**src/rtl/dm_scan_ctrl.sv**
```systemverilog
// LED dot-matrix scan controller: one-hot row strobes, active-low columns, tear-free double-buffered frame.
// Optional PWM brightness is compiled in with `define DM_SCAN_PWM_EN.
module dm_scan_ctrl #(
    parameter int ROWS      = 8,
    parameter int COLS      = 8,
    parameter int SCAN_CNT  = 100000,
    parameter int BLANK_CNT = 4,
    parameter int CNT_W     = 17
) (
    input  logic                   i_Clk,
    input  logic                   i_Rst,
    input  logic [ROWS*COLS-1:0]   i_Data,
    input  logic                   i_Load,
    input  logic [3:0]             i_Bright,
    output logic [ROWS-1:0]        o_DM_Row,
    output logic [COLS-1:0]        o_DM_Col,
    output logic                   o_Pend,
    output logic                   o_fDone
);

    localparam logic [CNT_W-1:0] LAST_C  = CNT_W'(SCAN_CNT - 1);
    localparam logic [CNT_W-1:0] BLANK_C = CNT_W'(BLANK_CNT);

    logic [CNT_W-1:0]     cnt_q, cnt_d;
    logic [ROWS-1:0]      row_q, row_d;
    logic [ROWS*COLS-1:0] active_q, active_d;
    logic [ROWS*COLS-1:0] pending_q, pending_d;
    logic                 pend_q, pend_d;
    logic                 fdone_q, fdone_d;
    logic [COLS-1:0]      col_q, col_d;
    logic                 end_slot_s;
    logic                 col_en_s;
`ifdef DM_SCAN_PWM_EN
    logic [3:0]           pwm_q, pwm_d;
    logic [3:0]           bright_q, bright_d;
`else
    logic                 unused_bright_s;
    assign unused_bright_s = ^i_Bright;
`endif

    function automatic logic [COLS-1:0] row_bits(input logic [ROWS-1:0]      oh,
                                                 input logic [ROWS*COLS-1:0] frame);
        row_bits = '0;
        for (int r = 0; r < ROWS; r++) begin
            if (oh[r]) begin
                row_bits = row_bits | frame[COLS*r +: COLS];
            end else begin
                row_bits = row_bits;
            end
        end
    endfunction

    // Next-state logic; outputs are precomputed from next state so they stay registered without extra latency.
    always_comb begin
        end_slot_s = (cnt_q == LAST_C);
        if (end_slot_s) begin
            cnt_d = '0;
            row_d = {row_q[ROWS-2:0], row_q[ROWS-1]};
        end else begin
            cnt_d = cnt_q + CNT_W'(1);
            row_d = row_q;
        end

        if (fdone_q && pend_q) begin
            active_d = pending_q;
        end else begin
            active_d = active_q;
        end

        // A load in the swap cycle refills pending, so the flag stays set.
        if (i_Load) begin
            pending_d = i_Data;
            pend_d    = 1'b1;
        end else begin
            pending_d = pending_q;
            pend_d    = pend_q && !fdone_q;
        end

        fdone_d  = (cnt_d == LAST_C) && row_d[ROWS-1];
        col_en_s = (cnt_d >= BLANK_C);
`ifdef DM_SCAN_PWM_EN
        pwm_d = pwm_q + 4'd1;
        if (cnt_q == '0) begin
            bright_d = i_Bright;
        end else begin
            bright_d = bright_q;
        end
        col_en_s = col_en_s && (pwm_d < bright_d);
`endif
        if (col_en_s) begin
            col_d = ~row_bits(row_d, active_d);
        end else begin
            col_d = '1;
        end
    end

    // State and output registers.
    always_ff @(posedge i_Clk or negedge i_Rst) begin
        if (!i_Rst) begin
            cnt_q     <= '0;
            row_q     <= {{(ROWS-1){1'b0}}, 1'b1};
            active_q  <= '0;
            pending_q <= '0;
            pend_q    <= 1'b0;
            fdone_q   <= 1'b0;
            col_q     <= '1;
`ifdef DM_SCAN_PWM_EN
            pwm_q     <= 4'd0;
            bright_q  <= 4'd0;
`endif
        end else begin
            cnt_q     <= cnt_d;
            row_q     <= row_d;
            active_q  <= active_d;
            pending_q <= pending_d;
            pend_q    <= pend_d;
            fdone_q   <= fdone_d;
            col_q     <= col_d;
`ifdef DM_SCAN_PWM_EN
            pwm_q     <= pwm_d;
            bright_q  <= bright_d;
`endif
        end
    end

    assign o_DM_Row = row_q;
    assign o_DM_Col = col_q;
    assign o_Pend   = pend_q;
    assign o_fDone  = fdone_q;

endmodule

```
**config.mk**
```make
export PLATFORM = sky130hd
export DESIGN_NAME = dm_scan_ctrl
export DESIGN_NICKNAME = d
export VERILOG_FILES = /design/src/rtl/dm_scan_ctrl.sv
export SDC_FILE = /design/constraint.sdc
export NUM_CORES = 1
export LEC_CHECK = 0
export BUFFER_PORTS_ARGS = -buffer_cell sky130_fd_sc_hd__buf_4
export CORE_MARGIN = 2
export CORE_UTILIZATION = 58
export CTS_CLUSTER_SIZE = 10
export DETAILED_ROUTE_END_ITERATION = 10
export HOLD_SLACK_MARGIN = 0.06
export MAX_ROUTING_LAYER = met4
export PLACE_DENSITY = 0.8
export SLEW_MARGIN = 20
export SYNTH_ARGS = -nofsm -noshare
export SYNTH_HDL_FRONTEND = slang
export SYNTH_SLANG_ARGS = --single-unit
```
**constraint.sdc**
```tcl
create_clock -name i_Clk -period 3.35 [get_ports i_Clk]
set_input_delay 0.5025 -clock i_Clk [delete_from_list [all_inputs] [get_ports i_Clk]]
set_output_delay 0.5025 -clock i_Clk [all_outputs]
set_load 0.01 [all_outputs]
```
After elaboration in Yosys (flattened, before gate mapping):

Index checks and enable logic that the tools add are counted.

* bitwise logic cells: 8
* equality and inequality tests: 2
* reduce and logical (&&, ||, !) cells: 4
* order comparisons: 1
* add/sub/neg operators: 1
* multiplexer cells: 21

Operator list (number)
* $mux 8: 18
* $mux 64: 1
* $or 8x8->8: 7
* $eq 17x17->1 const B: 2
* $add 17x1->17 const B: 1
* $ge 17x3->1 const B: 1
* $mux 17: 1
* $not 8->8: 1
* $logic_and 1x1->1: 3
* $logic_not 1->1: 1
* $mux 1: 1

* bits of input ports: 71
* word-level logic and storage cells: 44
* register bits after elaboration: 163
* output and inout port bits: 18

Depth between registers and ports, before layout:

Gate-level depths: netlist of run 1.

* depth in word-level cells: 27
* gate-level depth with buffers: 8
* depth with buffers taken out: 7

Least setup slack after synthesis of run 1:

Ideal clock, no wire load.

* kind: register -> register
* start: reg cnt_q[0]
* end: reg col_q[4], in the netlist o_DM_Col[4]
* period minus slack after synthesis: 2491 ps
* required time: 3275 ps
* arrival: 2416 ps
* slack: 859 ps
* setup time: 75 ps
* cell stages (with the launch flop): 9
* path buffers: 1
* cell sequence: dfrtp_1 > ha_1 > and4_1 > and4_1 > clkbuf_1 > mux2i_2 > o22ai_1 > or4_1 > o21ai_1

* cells in the longest elaborated chain, start to end: 27
* elaborated cells on any way between the ends: 30
* classes of those cells: add/sub: 1; order compare: 1; eq/ne: 1; mux: 19; bitwise: 8

RTL lines
* start, declared: RTL line 24 `logic [CNT_W-1:0] cnt_q, cnt_d;`
* start signal, assigned: RTL line 112 `cnt_q <= cnt_d;`
* $eq 17x17->1: RTL line 55 `end_slot_s = (cnt_q == LAST_C);`
* $mux 8: RTL line 56 `if (end_slot_s) begin`
* $mux 8: RTL line 45 `if (oh[r]) begin`
* $mux 8: RTL line 90 `if (col_en_s) begin`
* $or 8x8->8: RTL line 46 `row_bits = row_bits | frame[COLS*r +: COLS];`
* $mux 8: RTL line 45
* $mux 8: RTL line 90
* $or 8x8->8: RTL line 46
* [... 12 more ...]
* $mux 8: RTL line 45
* $mux 8: RTL line 90
* $or 8x8->8: RTL line 46
* $mux 8: RTL line 45
* $mux 8: RTL line 90
* $not 8->8: RTL line 91 `col_d = ~row_bits(row_d, active_d);`
* $mux 8 *: RTL line 90
* named net col_d[4]: RTL line 30 `logic [COLS-1:0] col_q, col_d;`
* end signal, assigned: RTL line 118 `col_q <= col_d;`
* end, declared: RTL line 30

Mark *: on every way through the listed nets, which the timed path passes. The rest lies on a longest branch. The select of a mux whose other input is x is not followed.
A chain may end at the register's enable or synchronous reset.

Final worst setup path of run 1:

Same ends and word-level chain as after synthesis.

==> metrics.cfg, run 1 <==
[status]
outcome = completed

[synth]
synthMostInstantiatedCell = dfrtp_1
synth-main-ff-cell = dfrtp_1
sequential_cell_area_fraction_in_the_yosys_report_pct = 58.8
syn_nets = 613
synthArstFlopShare_pct = 100
syn-mean-instance-area_um2 = 12.9
synth.yosys.warnings = 0
synth_top_cells_by_area = dfrtp_1 (55%), mux2_2 (10%), mux2i_1 (9.2%), inv_1 (4.2%), dfstp_2 (3.4%)
synth_area_um2 = 6960
synth_cells = 541
synth_edf_count = 0
synth_top_area_share_pct = 55.4
yosysTopAreaCell = dfrtp_1
netlist_top_cells_count = dfrtp_1 (154), inv_1 (77), mux2_2 (64), mux2i_1 (64), o22ai_1 (33)
post_synth_num_cell_types = 47
yosys_register_bits = 163

[sta]
worst_slew_pin_slew_ps = 822
fmax_ghz = 0.346
worst_slew_margin_rel_pct = 45.2
timing.final.crit_share_pct = 86.4
rsz0062_at_grt = false
setup_viol = 0
period_needed_ps = 2890
hold_viol = 0
largest_clock_skew_in_the_final_design_ps = 8.65
sum_of_negative_setup_slack_ps = 0
maxSlewViolCount = 0

[worst_setup_path]
criticalPathCategory = reg -> reg
required_ps = 3690
critical_path.max_fanout = 9
timing.critical_path.to_type = flip-flop
startpoint_class_of_the_critical_path = flip-flop
critPathArrivalTime_ps = 3240
critical_path.startpoint = cnt_q[0]$_DFF_PN0_
r2r.worst_path.cells = 7
reg2reg_from = cnt_q[0]$_DFF_PN0_

[detailed_routing]
total_wirelength_mm = 14.4
vias = 4466
postRouteAntennaNets = 0
remaining_drc_errors = 0
post_drt_via_cell_ratio = 5.65
number_of_detailed_route_iterations_in_the_first_pass = 4
first_iter_violations = 312
avgRoutedWirePerCell_um = 18.2

[clock_network]
cts-buffers-inserted = 17
cts.hold.buffers_added = 1
cts_max_level = 4
ctsResizeCount = 0
worstSkewPairLatency_ps = 420
cts_root_buf = clkbuf_16
cts_num_sinks = 163
clock_tree.buffer_depth = 2
cts_tree = done
worst_setup_hold_path_clk_slew_ps = 60
cts_post_setup_buffers_inserted = 0

[global_route]
number_of_global_route_vias_before_repair = 4685
global_route.usage.total_pct = 25.0
grt_overflow = 0
wire_length_of_the_first_global_routing_pass_mm = 23.8
grt_start_max_net_pins = 82
grt_antenna_before_repair = 1

[place]
gp_routability_congestion = 0.854
dp.final_hpwl_mm = 9.89
dp.cells = 757
placement.io_buffers = 84

[floorplanning]
rows = 40
fp.dieW_um = 114
total_core_area_um2 = 11900
die_height_um = 114
die-area_um2 = 12900
start_util_pct = 58.7
pin_count = 89

[power]
vdd_drop_max_uv = 528
total_power_uw = 4170
cellPowerDensity_nw_per_um2 = 501
static-leakage-power_uw = 0.00481

[min_path]
holdPathStages = 2
worst_hold_path_type = in -> reg
hold_path.startpoint = i_Data[1]

[final_layout]
drive_above_1_share_pct = 33.0
finish.net_count = 702
areaGrowthSynthToFinish_pct = 19.7
final_standard_cell_count_with_taps_included_and_fillers_excluded = 791

[flow_run]
drv.max_cap_violation_count = 0

[through the flow]
step                setup WS, ps  util, %  instance area [um2]  hold WS (ps)
floorplan                    859        -                 6960           207
global placement             578     65.4                 7750           466
detailed placement           498     65.4                 7750           472
CTS                          477     70.2                 8330           297
global route                 270     70.3                 8330           295
finish                       457     70.3                 8330           312
[where the power goes]
| part | internal [uW] | switching (uW) |
|---|---|---|
| Combinational | 124 | 80.3 |
| Sequential | 2050 | 50.0 |
| Clock | 1120 | 750 |
| Total | 3290 | 880 |
[layout by cell type, fill, tap and decap left out, types with 8 or more instances in the layout]
| master | Yosys | routed |
|---|---|---|
| buf_4 | 2 | 91 |
| clkbuf_16 | 0 | 17 |
| dfrtp_1 | 154 | 154 |
| dfstp_2 | 9 | 9 |
| inv_1 | 77 | 77 |
| mux2_2 | 64 | 64 |
| mux2i_1 | 64 | 64 |
| mux2i_2 | 8 | 8 |
| nor2_1 | 15 | 15 |
| o21ai_1 | 9 | 9 |
| o22ai_1 | 33 | 33 |
| or4_1 | 8 | 8 |
| xnor2_1 | 8 | 8 |
| xor2_1 | 10 | 10 |
[critical path: stages, from the launching register on]
cell     delay (ps)
dfrtp_1         430
ha_1            290
and4_1          280
and4_1          370
mux2i_2         620
o22ai_1         190
or4_1           540
o21ai_1          90
[cell families (layout without fill, tap and decap cells)]
| kind of cell | count (synthesis) | after routing | share of synthesized area, % |
|---|---|---|---|
| buf+inv | 102 | 204 | 5.84 |
| simple gates | 67 | 67 | 6.76 |
| other cells | 0 | 1 | 0 |
| fa+ha+maj | 1 | 1 | 0.180 |
| flops | 163 | 163 | 58.8 |
| xor+xnor | 18 | 18 | 2.26 |
| mux | 136 | 136 | 21.1 |
| compound gates | 54 | 54 | 5.07 |
[per-layer routing]
| layer | vias to the layer above | part of all wire [%] | global-route usage (%) |
|---|---|---|---|
| li1 | 2052 | - | - |
| met1 | 2277 | 43 | 31.3 |
| met2 | 111 | 51 | 40.2 |
| met3 | 26 | 3.8 | 5.58 |
| met4 | 0 | 2.3 | 9.92 |
| met5 | - | 0 | - |
[flip-flops by register name, indices dropped and copies added, names as in the netlist]
register	flops
o_fDone	1
active_q	64
o_Pend	1
cnt_q	17
o_DM_Row	8
o_DM_Col	8
pending_q	64
[final timing paths]
check	end	slack, ps
setup / recovery	o_DM_Col[4]$_DFF_PN1_	460
hold / removal	pending_q[1]$_DFFE_PN0P_	310
setup reg to reg	o_DM_Col[4]$_DFF_PN1_	460
hold reg to reg	active_q[43]$_DFF_PN0_	480
max in group asynchronous	o_DM_Col[1]$_DFF_PN1_	1940
min in group asynchronous	cnt_q[11]$_DFF_PN0_	590
[final cells by class]
cell class | count | area (um2)
Fill cell | 844 | 3530
Clock inverter | 8 | 106
Tap cell | 147 | 184
Clock buffer | 24 | 462
Antenna cell | 1 | 2.50
Timing Repair Buffer | 94 | 724
Sequential cell | 163 | 4090
Inverter | 78 | 293
Multi-Input combinational cell | 276 | 2470
Power figures use the tool's default switching activity.
==> run 2: changes to the inputs <==
- CORE_UTILIZATION: 58 -> 60
- CTS_BUF_LIST: not set -> sky130_fd_sc_hd__clkbuf_4 sky130_fd_sc_hd__clkbuf_8
- PLACE_DENSITY: 0.8 -> 0.82
==> metrics.cfg, run 2 (same netlist as run 1, synthesis figures left out) <==
[final_layout]
fillerInstances = 798
drive_above_1_share_pct = 33.4
mostFrequentLayoutCell = dfrtp_1
finish.net_count = 696
final_cell_mix = dfrtp_1 (154), buf_4 (85), inv_1 (77), mux2i_1 (64), mux2_2 (64)
areaGrowthSynthToFinish_pct = 16.1
diodes_inserted = 0
largest_regs = active_q x64, pending_q x64, cnt_q x17

[worst_setup_path]
cpPeakStageDelay_ps = 600
criticalPathCategory = reg -> reg
critical_path_buf_inv_count = 0
required_ps = 3730
critPathArrivalTime_ps = 3380
timing.critical_path.cells = ha_1, and4_1, and4_1, mux2i_2, o22ai_1, or4_1, o21ai_1
slowest_stage = mux2i_2
startpoint_class_of_the_critical_path = flip-flop
timing.critical_path.mode_cell = and4_1
critical_path.max_fanout = 9
timing.critical_path.to_type = flip-flop
critical-path-top-delay-family = simple AND/OR/NAND/NOR gates

[sta]
finalHoldWorstSlack_ps = 74.3
worst_slew_pin_slew_ps = 839
fmax_ghz = 0.334
maxSlewViolCount = 0
largest_clock_skew_in_the_final_design_ps = 9.39
timing.final.crit_share_pct = 89.4
worst_slew_margin_rel_pct = 44.1
period_needed_ps = 3000
sum_of_negative_setup_slack_ps = 0
rsz0062_at_grt = false
hold_viol = 0
setup_viol = 0

[place]
placement.io_buffers = 84
gp_routability_congestion = 0.845
dp.final_hpwl_mm = 10.1

[detailed_routing]
post_drt_via_cell_ratio = 5.64
avgRoutedWirePerCell_um = 18.6
vias = 4401
postRouteAntennaNets = 0
number_of_detailed_route_iterations_in_the_first_pass = 4
remaining_drc_errors = 0
total_wirelength_mm = 14.5
first_iter_violations = 259

[global_route]
number_of_global_route_vias_before_repair = 4711
grt_start_max_net_pins = 92
wire_length_of_the_first_global_routing_pass_mm = 24.1
global_route.usage.total_pct = 25.8
grt_antenna_before_repair = 0
grt_overflow = 0

[floorplanning]
die_height_um = 112
total_core_area_um2 = 11400
pin_count = 89
rows = 39
die-area_um2 = 12500
start_util_pct = 61.2
fp.dieW_um = 112

[clock_network]
cts-buffers-inserted = 17
cts_max_level = 4
ctsResizeCount = 0
cts_post_setup_buffers_inserted = 0
clock_tree.buffer_depth = 2
cts.hold.buffers_added = 0
worstSkewPairLatency_ps = 460
cts_root_buf = clkbuf_8
cts_num_sinks = 163
worst_setup_hold_path_clk_slew_ps = 80
cts_tree = done

[power]
vdd_drop_max_uv = 363
total_power_uw = 3580
static-leakage-power_uw = 0.00470
cellPowerDensity_nw_per_um2 = 443

[status]
outcome = completed

[flow_run]
drv.max_cap_violation_count = 0

[min_path]
worst_hold_path_type = in -> async

-- run 2: path summary, 6_finish.rpt --
check / start / end / slack [ps] / depth (start not counted)
min: i_Rst / cnt_q[11]$_DFF_PN0_ / 70 / 1
min in group i_Clk: i_Data[43] / pending_q[43]$_DFFE_PN0P_ / 270 / 2
max in group asynchronous: i_Rst / o_DM_Col[7]$_DFF_PN1_ / 2370 / 2
max: cnt_q[0]$_DFF_PN0_ / o_DM_Col[3]$_DFF_PN1_ / 350 / 7
max reg2reg: cnt_q[0]$_DFF_PN0_ / o_DM_Col[3]$_DFF_PN1_ / 350 / 7
min reg2reg: active_q[3]$_DFF_PN0_ / active_q[3]$_DFF_PN0_ / 490 / 2
-- run 2: metal layers --
metal	part of all wire (%)	vias up	global-route usage [%]
li1	-	2029	-
met1	44	2231	33.5
met2	49	104	40.1
met3	4.2	37	6.31
met4	2.8	0	9.38
met5	0	-	-
-- run 2: final cells by class --
| class | instances | area, um2 | area share (%) |
|---|---|---|---|
| repair buffers | 88 | 689 | 8.53 |
| clock inverters | 12 | 82.6 | 1.02 |
| clock buffers | 20 | 275 | 3.41 |
| multi-input cells | 276 | 2470 | 30.6 |
| inverters | 78 | 293 | 3.62 |
| well taps | 143 | 179 | 2.21 |
| flip-flops and latches | 163 | 4090 | 50.6 |
-- run 2: where the power goes --
part	internal, uW	switching [uW]	total (uW)
Combinational	123	81.0	204
Sequential	2040	50.0	2090
Clock	569	717	1290
Total	2740	848	3580
-- run 2: stage by stage --
stage | cells | util (%) | worst slack, ps | instance area, um2
2_1_floorplan | 541 | - | 859 | 6960
3_3_place_gp | 748 | 67.9 | 529 | 7720
3_5_place_dp | 748 | 67.9 | 425 | 7720
4_1_cts | 780 | 71.1 | 385 | 8080
5_1_grt | 780 | 71.1 | 230 | 8080
6_report | 780 | 71.1 | 354 | 8080
==> run 3: changes to the inputs <==
- MAX_ROUTING_LAYER: met4 -> not set
==> metrics.cfg, run 3 (same netlist as run 1, synthesis figures left out) <==
[global_route]
grt_antenna_before_repair = 0
number_of_global_route_vias_before_repair = 4614
grt_overflow = 0
wire_length_of_the_first_global_routing_pass_mm = 23.5
grt_start_max_net_pins = 86
global_route.usage.total_pct = 24.2

[sta]
maxSlewViolCount = 0
largest_clock_skew_in_the_final_design_ps = 10.7
setup_viol = 0
timing.final.crit_share_pct = 87.4
finalHoldWorstSlack_ps = 75.2
worst_slew_pin_slew_ps = 821
fmax_ghz = 0.342
worst_slew_margin_rel_pct = 45.2
period_needed_ps = 2930
sum_of_negative_setup_slack_ps = 0
hold_viol = 0
rsz0062_at_grt = false

[power]
vdd_drop_max_uv = 571
cellPowerDensity_nw_per_um2 = 477
pwr-share-seq_pct = 53.5
switching_share_pct = 20.8
power.net_switching_uw = 815
cell_internal_pwr_uw = 3100
clkPwrFrac_pct = 41.3
share_comb_of_total_power_pct = 5.2
static-leakage-power_uw = 0.00476

[final_layout]
finish.net_count = 698
largest_regs = active_q x64, pending_q x64, cnt_q x17
areaGrowthSynthToFinish_pct = 17.6
final_cell_mix = dfrtp_1 (154), buf_4 (88), inv_1 (77), mux2i_1 (64), mux2_2 (64)
drive_above_1_share_pct = 33.6
fillerInstances = 779
diodes_inserted = 0
mostFrequentLayoutCell = dfrtp_1

[worst_setup_path]
critical_path.max_fanout = 9
r2r.worst_path.cells = 7
timing.critical_path.cells = ha_1, and4_1, and4_1, mux2i_2, o22ai_1, or4_1, o21ai_1
timing.critical_path.to_type = flip-flop
critPathArrivalTime_ps = 3300
criticalPathCategory = reg -> reg
required_ps = 3720
cpPeakStageDelay_ps = 670
slowest_stage = mux2i_2
reg2reg_from = cnt_q[0]$_DFF_PN0_
worst-r2r-setup-slack_ps = 420
timing.critical_path.mode_cell = and4_1
startpoint_class_of_the_critical_path = flip-flop
regToRegEndpoint = o_DM_Col[4]$_DFF_PN1_

[floorplanning]
total_core_area_um2 = 11400
rows = 39
pin_count = 89
die-area_um2 = 12500
start_util_pct = 61.2
die_height_um = 112
fp.dieW_um = 112

[clock_network]
worst_setup_hold_path_clk_slew_ps = 90
cts_num_sinks = 163
cts_max_level = 4
clock_tree.buffer_depth = 2
cts_root_buf = clkbuf_8
worstSkewPairLatency_ps = 440
cts-buffers-inserted = 17
cts_tree = done
cts_post_setup_buffers_inserted = 0
cts.hold.buffers_added = 0
ctsResizeCount = 0

[place]
placement.io_buffers = 84
gp_routability_congestion = 0.805
dp.final_hpwl_mm = 9.88

[detailed_routing]
first_iter_violations = 297
total_wirelength_mm = 14.3
remaining_drc_errors = 0
postRouteAntennaNets = 0
vias = 4456
avgRoutedWirePerCell_um = 18.2
post_drt_via_cell_ratio = 5.70
number_of_detailed_route_iterations_in_the_first_pass = 5

[flow_run]
drv.max_cap_violation_count = 0

[min_path]
worst_hold_path_type = in -> async

[status]
outcome = completed

==> run 3: cell types whose count changed in the layout (fill, tap and decap cells not counted) <==
cell / before / now
clkbuf_4: 0 / 4
clkinv_4: 3 / 2
buf_12: 2 / 1
clkbuf_8: 20 / 21
clkinv_2: 5 / 0
clkinvlp_4: 3 / 1
buf_4: 85 / 88
inv_6: 1 / 0
bufinv_16: 0 / 4
==> run 3: worst max path at each step <==
stage	to	depth (start not counted)	start	slack (ps)
2_1_floorplan	o_DM_Col[4]$_DFF_PN1_	8	cnt_q[0]$_DFF_PN0_	860
3_3_place_gp	o_DM_Col[3]$_DFF_PN1_	7	cnt_q[0]$_DFF_PN0_	560
3_5_place_dp	o_DM_Col[3]$_DFF_PN1_	7	cnt_q[0]$_DFF_PN0_	480
4_1_cts	o_DM_Col[3]$_DFF_PN1_	7	cnt_q[0]$_DFF_PN0_	450
5_1_grt	o_DM_Col[3]$_DFF_PN1_	7	cnt_q[0]$_DFF_PN0_	250
6_report	o_DM_Col[4]$_DFF_PN1_	7	cnt_q[0]$_DFF_PN0_	420
==> run 3: layout make-up <==
class | instances | area [um2] | area share, %
clock buffers | 25 | 319 | 3.90
clock inverters | 7 | 145 | 1.77
inverters | 78 | 293 | 3.57
multi-input cells | 276 | 2470 | 30.2
flip-flops and latches | 163 | 4090 | 49.9
well taps | 143 | 179 | 2.18
repair buffers | 90 | 692 | 8.45
==> run 3: critical path: cells and delay by family, from the launching register on <==
kind	cells	cell delay, ps
AND/OR/NAND/NOR	3	1200
flip-flops	1	430
AO/OA/AOI/OAI	2	280
multiplexers	1	670
adder cells (fa/ha/maj)	1	280
==> run 3: per-stage QoR <==
| step | setup slack, ps | instance area, um2 | instances | power [uW] | utilization [%] |
|---|---|---|---|---|---|
| floorplan | 859 | 6960 | 541 | 2210 | - |
| global placement | 556 | 7730 | 750 | 2330 | 68.0 |
| detailed placement | 481 | 7730 | 750 | 2340 | 68.0 |
| CTS | 446 | 8190 | 782 | 3940 | 72.0 |
| global route | 253 | 8190 | 782 | 4040 | 72.0 |
| finish | 422 | 8190 | 782 | 3910 | 72.0 |
==> run 3: metal layers <==
metal / share of wire, % / GRT usage, %
met4: 2.5 / 8.97
met1: 45 / 33.4
met5: 0 / 0
met3: 4.3 / 5.28
met2: 49 / 38.3
==> run 3: power by group through the flow <==
stage | Clock [uW] | Sequential, uW | Combinational [uW]
after floorplan | 0 | 2110 | 96.2
after global placement | 0 | 2130 | 198
after detailed placement | 0 | 2130 | 207
after CTS | 1640 | 2090 | 207
after global routing | 1710 | 2100 | 225
final | 1610 | 2090 | 202
